===== config.mk =====
export PLATFORM = sky130hd
export DESIGN_NAME = collatz_wb_ctrl
export DESIGN_NICKNAME = d
export VERILOG_FILES = /design/src/rtl/collatz_wb_ctrl.sv
export SDC_FILE = /design/constraint.sdc
export NUM_CORES = 1
export LEC_CHECK = 0
export BUFFER_PORTS_ARGS = -buffer_cell sky130_fd_sc_hd__buf_2
export CAP_MARGIN = 10
export CORE_MARGIN = 1.5
export CORE_UTILIZATION = 57
export CTS_CLUSTER_DIAMETER = 150
export DETAILED_ROUTE_END_ITERATION = 10
export PLACE_DENSITY = 0.86
export SYNTH_ARGS = -nofsm -noshare
export SYNTH_HDL_FRONTEND = slang
export SYNTH_SLANG_ARGS = --single-unit

===== constraint.sdc =====
create_clock -name wb_clk_i -period 6.2 [get_ports wb_clk_i]
set_input_delay 0.62 -clock wb_clk_i [delete_from_list [all_inputs] [get_ports wb_clk_i]]
set_output_delay 0.62 -clock wb_clk_i [all_outputs]
set_load 0.01 [all_outputs]

===== src/rtl/collatz_wb_ctrl.sv =====
// collatz_wb_ctrl: Wishbone control and result-capture stage wrapped around the collatz core.
// Optional run timeout is compiled in with `define COLLATZ_WB_CTRL_TIMEOUT_EN.
module collatz_wb_ctrl #(
    parameter int unsigned TIMEOUT_CYCLES = 65535
) (
    input  logic        wb_clk_i,
    input  logic        wb_rst_i,
    input  logic        wbs_cyc_i,
    input  logic        wbs_stb_i,
    input  logic        wbs_we_i,
    input  logic [31:0] wbs_adr_i,
    input  logic [31:0] wbs_dat_i,
    input  logic [3:0]  wbs_sel_i,
    output logic        wbs_ack_o,
    output logic [31:0] wbs_dat_o,
    output logic        st_o,
    output logic [15:0] co_o,
    input  logic [15:0] x_i,
    input  logic        bs_i,
    output logic        irq_o
);
    typedef enum logic [1:0] {S_IDLE, S_LAUNCH, S_WAIT_BUSY, S_RUN} state_t;

    localparam logic [2:0] A_CTRL   = 3'd0;
    localparam logic [2:0] A_SEED   = 3'd1;
    localparam logic [2:0] A_STEPS  = 3'd2;
    localparam logic [2:0] A_PEAK   = 3'd3;
    localparam logic [2:0] A_STATUS = 3'd4;
    localparam logic [2:0] A_LAST_X = 3'd5;

    state_t      state_q, state_d;
    logic        ack_q, ack_d;
    logic [31:0] dat_q, dat_d;
    logic [15:0] co_q, co_d;
    logic [15:0] seed_q, seed_d;
    logic [15:0] steps_q, steps_d;
    logic [15:0] peak_q, peak_d;
    logic [15:0] last_x_q, last_x_d;
    logic        irq_en_q, irq_en_d;
    logic        done_q, done_d;
    logic        err_q, err_d;
    logic        to_q, to_d;
    logic [1:0]  wait_q, wait_d;
`ifdef COLLATZ_WB_CTRL_TIMEOUT_EN
    logic [31:0] cyc_q, cyc_d;
    logic        refuse_q, refuse_d;
`endif

    logic        req;
    logic        wr;
    logic [2:0]  adr;
    logic        start_ok;
    logic        fold;
    logic        count;
    logic        unused_ok;

    assign adr = wbs_adr_i[4:2];
    assign req = wbs_cyc_i & wbs_stb_i & ~ack_q;
    // Writes commit on the edge that ends the ack cycle; the master still holds the bus then.
    assign wr  = ack_q & wbs_cyc_i & wbs_stb_i & wbs_we_i & wbs_sel_i[0];

`ifdef COLLATZ_WB_CTRL_TIMEOUT_EN
    assign start_ok = ~bs_i & ~refuse_q;
`else
    assign start_ok = ~bs_i;
`endif

    assign unused_ok = ^{wbs_adr_i[31:5], wbs_adr_i[1:0], wbs_dat_i[31:16], wbs_sel_i[3:1],
                         TIMEOUT_CYCLES};

    always_comb begin
        state_d  = state_q;
        ack_d    = req;
        dat_d    = '0;
        co_d     = co_q;
        seed_d   = seed_q;
        steps_d  = steps_q;
        peak_d   = peak_q;
        last_x_d = last_x_q;
        irq_en_d = irq_en_q;
        done_d   = done_q;
        err_d    = err_q;
        to_d     = to_q;
        wait_d   = wait_q;
        fold     = 1'b0;
        count    = 1'b0;
`ifdef COLLATZ_WB_CTRL_TIMEOUT_EN
        cyc_d    = cyc_q;
        refuse_d = refuse_q;
        if (!bs_i) refuse_d = 1'b0;
`endif

        if (req && !wbs_we_i) begin
            case (adr)
                A_CTRL:   dat_d = {27'b0, to_q, err_q, done_q, irq_en_q, state_q != S_IDLE};
                A_SEED:   dat_d = {16'b0, seed_q};
                A_STEPS:  dat_d = {16'b0, steps_q};
                A_PEAK:   dat_d = {16'b0, peak_q};
                A_STATUS: dat_d = {29'b0, to_q, err_q, done_q};
                A_LAST_X: dat_d = {16'b0, last_x_q};
                default:  dat_d = '0;
            endcase
        end

        if (wr && adr == A_CTRL) irq_en_d = wbs_dat_i[1];
        if (wr && adr == A_SEED) seed_d = wbs_dat_i[15:0];
        // W1C clears are applied before any hardware set below so that the set wins.
        if (wr && adr == A_STATUS) begin
            if (wbs_dat_i[0]) done_d = 1'b0;
            if (wbs_dat_i[1]) err_d  = 1'b0;
            if (wbs_dat_i[2]) to_d   = 1'b0;
        end

        case (state_q)
            S_IDLE: begin
                if (wr && adr == A_CTRL && wbs_dat_i[0]) begin
                    if (seed_q == 16'd0) begin
                        err_d = 1'b1;
                    end else if (start_ok) begin
                        // Launch values are loaded here so co_o is valid while st_o is high.
                        state_d  = S_LAUNCH;
                        co_d     = seed_q;
                        steps_d  = 16'd0;
                        peak_d   = seed_q;
                        last_x_d = seed_q;
                        wait_d   = 2'd0;
`ifdef COLLATZ_WB_CTRL_TIMEOUT_EN
                        cyc_d    = 32'd0;
`endif
                    end
                end
            end
            S_LAUNCH: state_d = S_WAIT_BUSY;
            S_WAIT_BUSY: begin
                // The first busy cycle already carries the first trajectory value.
                if (bs_i) begin
                    fold    = 1'b1;
                    count   = 1'b1;
                    state_d = S_RUN;
                end else if (wait_q == 2'd3) begin
                    done_d  = 1'b1;
                    state_d = S_IDLE;
                end else begin
                    wait_d = wait_q + 2'd1;
                end
            end
            S_RUN: begin
                fold = 1'b1;
                if (bs_i) begin
                    count = 1'b1;
                end else begin
                    done_d  = 1'b1;
                    state_d = S_IDLE;
                end
            end
            default: state_d = S_IDLE;
        endcase

        if (fold) begin
            last_x_d = x_i;
            if (x_i > peak_q) peak_d = x_i;
        end
        if (count) begin
            steps_d = (steps_q == 16'hFFFF) ? steps_q : steps_q + 16'd1;
`ifdef COLLATZ_WB_CTRL_TIMEOUT_EN
            cyc_d = cyc_q + 32'd1;
            if (cyc_q + 32'd1 >= TIMEOUT_CYCLES) begin
                to_d     = 1'b1;
                done_d   = 1'b1;
                refuse_d = 1'b1;
                state_d  = S_IDLE;
            end
`endif
        end
    end

    always_ff @(posedge wb_clk_i) begin
        if (wb_rst_i) begin
            state_q  <= S_IDLE;
            ack_q    <= 1'b0;
            dat_q    <= '0;
            co_q     <= '0;
            seed_q   <= '0;
            steps_q  <= '0;
            peak_q   <= '0;
            last_x_q <= '0;
            irq_en_q <= 1'b0;
            done_q   <= 1'b0;
            err_q    <= 1'b0;
            to_q     <= 1'b0;
            wait_q   <= '0;
`ifdef COLLATZ_WB_CTRL_TIMEOUT_EN
            cyc_q    <= '0;
            refuse_q <= 1'b0;
`endif
        end else begin
            state_q  <= state_d;
            ack_q    <= ack_d;
            dat_q    <= dat_d;
            co_q     <= co_d;
            seed_q   <= seed_d;
            steps_q  <= steps_d;
            peak_q   <= peak_d;
            last_x_q <= last_x_d;
            irq_en_q <= irq_en_d;
            done_q   <= done_d;
            err_q    <= err_d;
            to_q     <= to_d;
            wait_q   <= wait_d;
`ifdef COLLATZ_WB_CTRL_TIMEOUT_EN
            cyc_q    <= cyc_d;
            refuse_q <= refuse_d;
`endif
        end
    end

    assign wbs_ack_o = ack_q;
    assign wbs_dat_o = dat_q;
    assign st_o      = (state_q == S_LAUNCH);
    assign co_o      = co_q;
    assign irq_o     = done_q & irq_en_q;

endmodule


==> out/results.tsv <==
metric	value	unit
outcome	finished, violations left	
violations	design-rule violations	
worst_pin_slew	1.26	ns
ctsHoldBuffers	0	
cts_tree	built	
grt_overflow	0	
maxSlewHeadroom	15.5	%
grt_pass1_vias	4533	
hold_viol	0	
cts_inserted_buffers	9	
switchingPower	0.000304	W
gr-usage-all-layers	28.9	%
worst_hold_path.endpoint	co_o[4]$_SDFFE_PP0P_	
synthMuxAreaShare	7.07	%
numPortBuffers	76	
crit_fanout	51	
power.total	0.00119	W
drt-total-wl	13900	um
yosysTopAreaCell	dfxtp_1	
seqCellArea	2080	um2
ios	141	
switching_share	25.6	%
ys_seq_area_share	39.6	%
rsz0062_at_grt	no	
fillers	737	
worstPathRequired	6.50	ns
clock_path_buffers	2	
p_int	0.000886	W
initial_utilization	59.7	%
path_clk_slew	0.11	ns
grt_pass1_wl	22500	um
period_share	45.0	%
drt_iter0_markers	591	
crit_path_start_kind	flop	
min_period	2.79	ns
core_area	8810	um2
synth_top_area_share	39.6	%
r2r_end	peak_q[0]$_SDFF_PP0_	
synth_area	5250	um2
wl_per_cell	18.0	um
synthDistinctLibCells	61	
reg2reg_depth	5	
antenna_found_initial	0	
syn2layout_area_growth	9.10	%
tns	0	ns
first_pass_iters	9	
combinationalPowerShare	5.8	%
postCtsSetupRepairBufs	0	
synthArstFlopShare	0	%
skew	0.0111	ns
cp.arrival	3.09	ns
critPathCaptureType	flop	
cts_sinks	104	
synth_cells	612	
synth_area_leaders	dfxtp_1 (40%), mux2i_1 (6.9%), nand2_1 (4.9%), ha_1 (4.3%), a31oi_1 (4.0%)	
yosysWarningCount	0	
pwr_density_cell	208	nW/um2
htree_levels	3	
gp_congestion	0.891	
final_cells	772	
p_clk_share	38.0	%
whs_path_depth	2	
synth-main-ff-cell	dfxtp_1	
ant_nets	0	
peakVddDrop	0.107	mV
insertion_delay	0.39	ns
ctsResizeCount	0	
drive_above_1_share	16.3	%
ys_ff_latch	104	
viasPerCell	6.32	
path_class	reg -> reg	
synth_compound_area_share	20.1	%
synth_top_family_by_area	compound AO/OA/AOI/OAI gates	
p_seq_share	56.1	%
multi_input_area	2800	um2
synth_edf_count	0	
yosys.area_share.xor_xnor	1.83	%
fin_nets	767	
synth.avg_cell_area	8.58	um2
hold_start	co_o[4]$_SDFFE_PP0P_	
maxCapViolations	0	
grt_max_degree	60	
p_leak	2.29	nW
r2r_start	seed_q[8]$_SDFFE_PP0P_	
drc	3	
rrSetupSlack	3.41	ns
fp.dieArea	9800	um2
die_h	99.0	um
fmax	359	MHz
dp.cells	756	
die_w	99.0	um
drv_slew	0	
synth-simple-area-share	18.7	%
synth_fa_ha_area_share	4.29	%
clockRootBuffer	clkbuf_8	
vias	4876	
setup_violations	0	
rows	34	
hold_path_class	reg -> reg	
antennaDiodeCount	0	
hpwl	9830	um
## power groups by stage
stage | Combinational (W) | Clock (W) | Sequential (W)
finish | 0.0000695 | 0.000453 | 0.000668
CTS | 0.0000680 | 0.000450 | 0.000668
floorplan | 0.0000483 | 0 | 0.000684
global placement | 0.0000646 | 0 | 0.000684
global route | 0.0000755 | 0.000484 | 0.000669
detailed placement | 0.0000671 | 0 | 0.000684
## metal layers
metal / GRT usage (%) / wire (um)
met5: 0 / 0
met4: 11.2 / 444
met3: 4.96 / 1360
met2: 46.4 / 6450
met1: 39.0 / 5630
## cells by family after synthesis
kind of cell	after synthesis
flip-flops	104
other	1
buffers and inverters	84
AND/OR/NAND/NOR	194
multiplexers	37
XOR/XNOR	11
adder cells (fa/ha/maj)	18
AO/OA/AOI/OAI	163
## worst max path at each step
stage	startpoint	to	slack, ns
6_report	seed_q[8]$_SDFFE_PP0P_	peak_q[0]$_SDFF_PP0_	3.41
5_1_grt	seed_q[8]$_SDFFE_PP0P_	peak_q[0]$_SDFF_PP0_	3.24
4_1_cts	seed_q[8]$_SDFFE_PP0P_	peak_q[0]$_SDFF_PP0_	3.50
3_5_place_dp	x_i[11]	peak_q[11]$_SDFF_PP0_	3.31
3_3_place_gp	x_i[11]	peak_q[11]$_SDFF_PP0_	3.34
2_1_floorplan	x_i[15]	peak_q[10]$_SDFF_PP0_	3.93
## cell type report
cell class	instances	share of cell area [%]
clock buffers	9	2.16
clock inverters	7	1.53
inverters	24	1.57
multi-input cells	439	48.8
flip-flops and latches	104	36.3
well taps	108	2.36
repair buffers	81	7.29
## through the flow
stage | util (%) | hold slack (ns) | setup slack (ns) | cell area (um2)
3_5_place_dp | 62.7 | 0.445 | 3.31 | 5520
6_report | 65.1 | 0.457 | 3.41 | 5730
3_3_place_gp | 62.7 | 0.441 | 3.34 | 5520
5_1_grt | 65.1 | 0.458 | 3.24 | 5730
2_1_floorplan | - | 0.444 | 3.93 | 5310
4_1_cts | 65.1 | 0.460 | 3.50 | 5730
## synth_stat cells (all sizes together) (2+ instances only)
library cell	number
o31ai	2
a31oi	34
a221oi	2
a222oi	2
nor3	3
a21o	2
a21oi	42
o22ai	2
clkbuf	23
and4	3
nor4	13
nand3	14
nor2	42
o21ai	23
xnor2	11
ha	18
and3	3
mux2i	36
nor4b	3
nand3b	16
nand4	10
and2	3
inv	24
buf	37
dfxtp	104
a211oi	19
nand2	68
nor2b	6
a22oi	24
or3	3
## flip-flops by register name, summed over array words and instances, names as in the netlist
signal     cells
seed_q        16
co_o          16
last_x_q      16
steps_q       16
wbs_dat_o     16
peak_q        16
state_q        2
wait_q         2
done_q         1
wbs_ack_o      1
err_q          1
irq_en_q       1
## cell usage in the layout, fill, tap and decap left out, types with 5 or more instances in the layout
cell type	netlist	layout
a211oi_1	18	18
a21oi_1	42	42
a22oi_1	24	24
a31oi_1	34	34
buf_2	13	76
buf_4	18	5
clkbuf_8	0	9
conb_1	1	16
dfxtp_1	104	104
ha_1	18	18
inv_1	24	24
mux2i_1	36	36
nand2_1	68	68
nand3_1	14	14
nand3b_1	16	16
nand4_1	9	9
nor2_1	41	41
nor2b_1	6	6
nor4_1	12	12
o21ai_0	22	21
xnor2_1	11	11
## critical path, cell delays in order (launching register included)
cell and delay [ns]:
dfxtp_1 0.38, nor4_1 0.43, and4_2 0.38, or2_2 0.92
mux2i_1 0.29, a211oi_2 0.28
No activity file was read; power rests on OpenSTA's default activity.
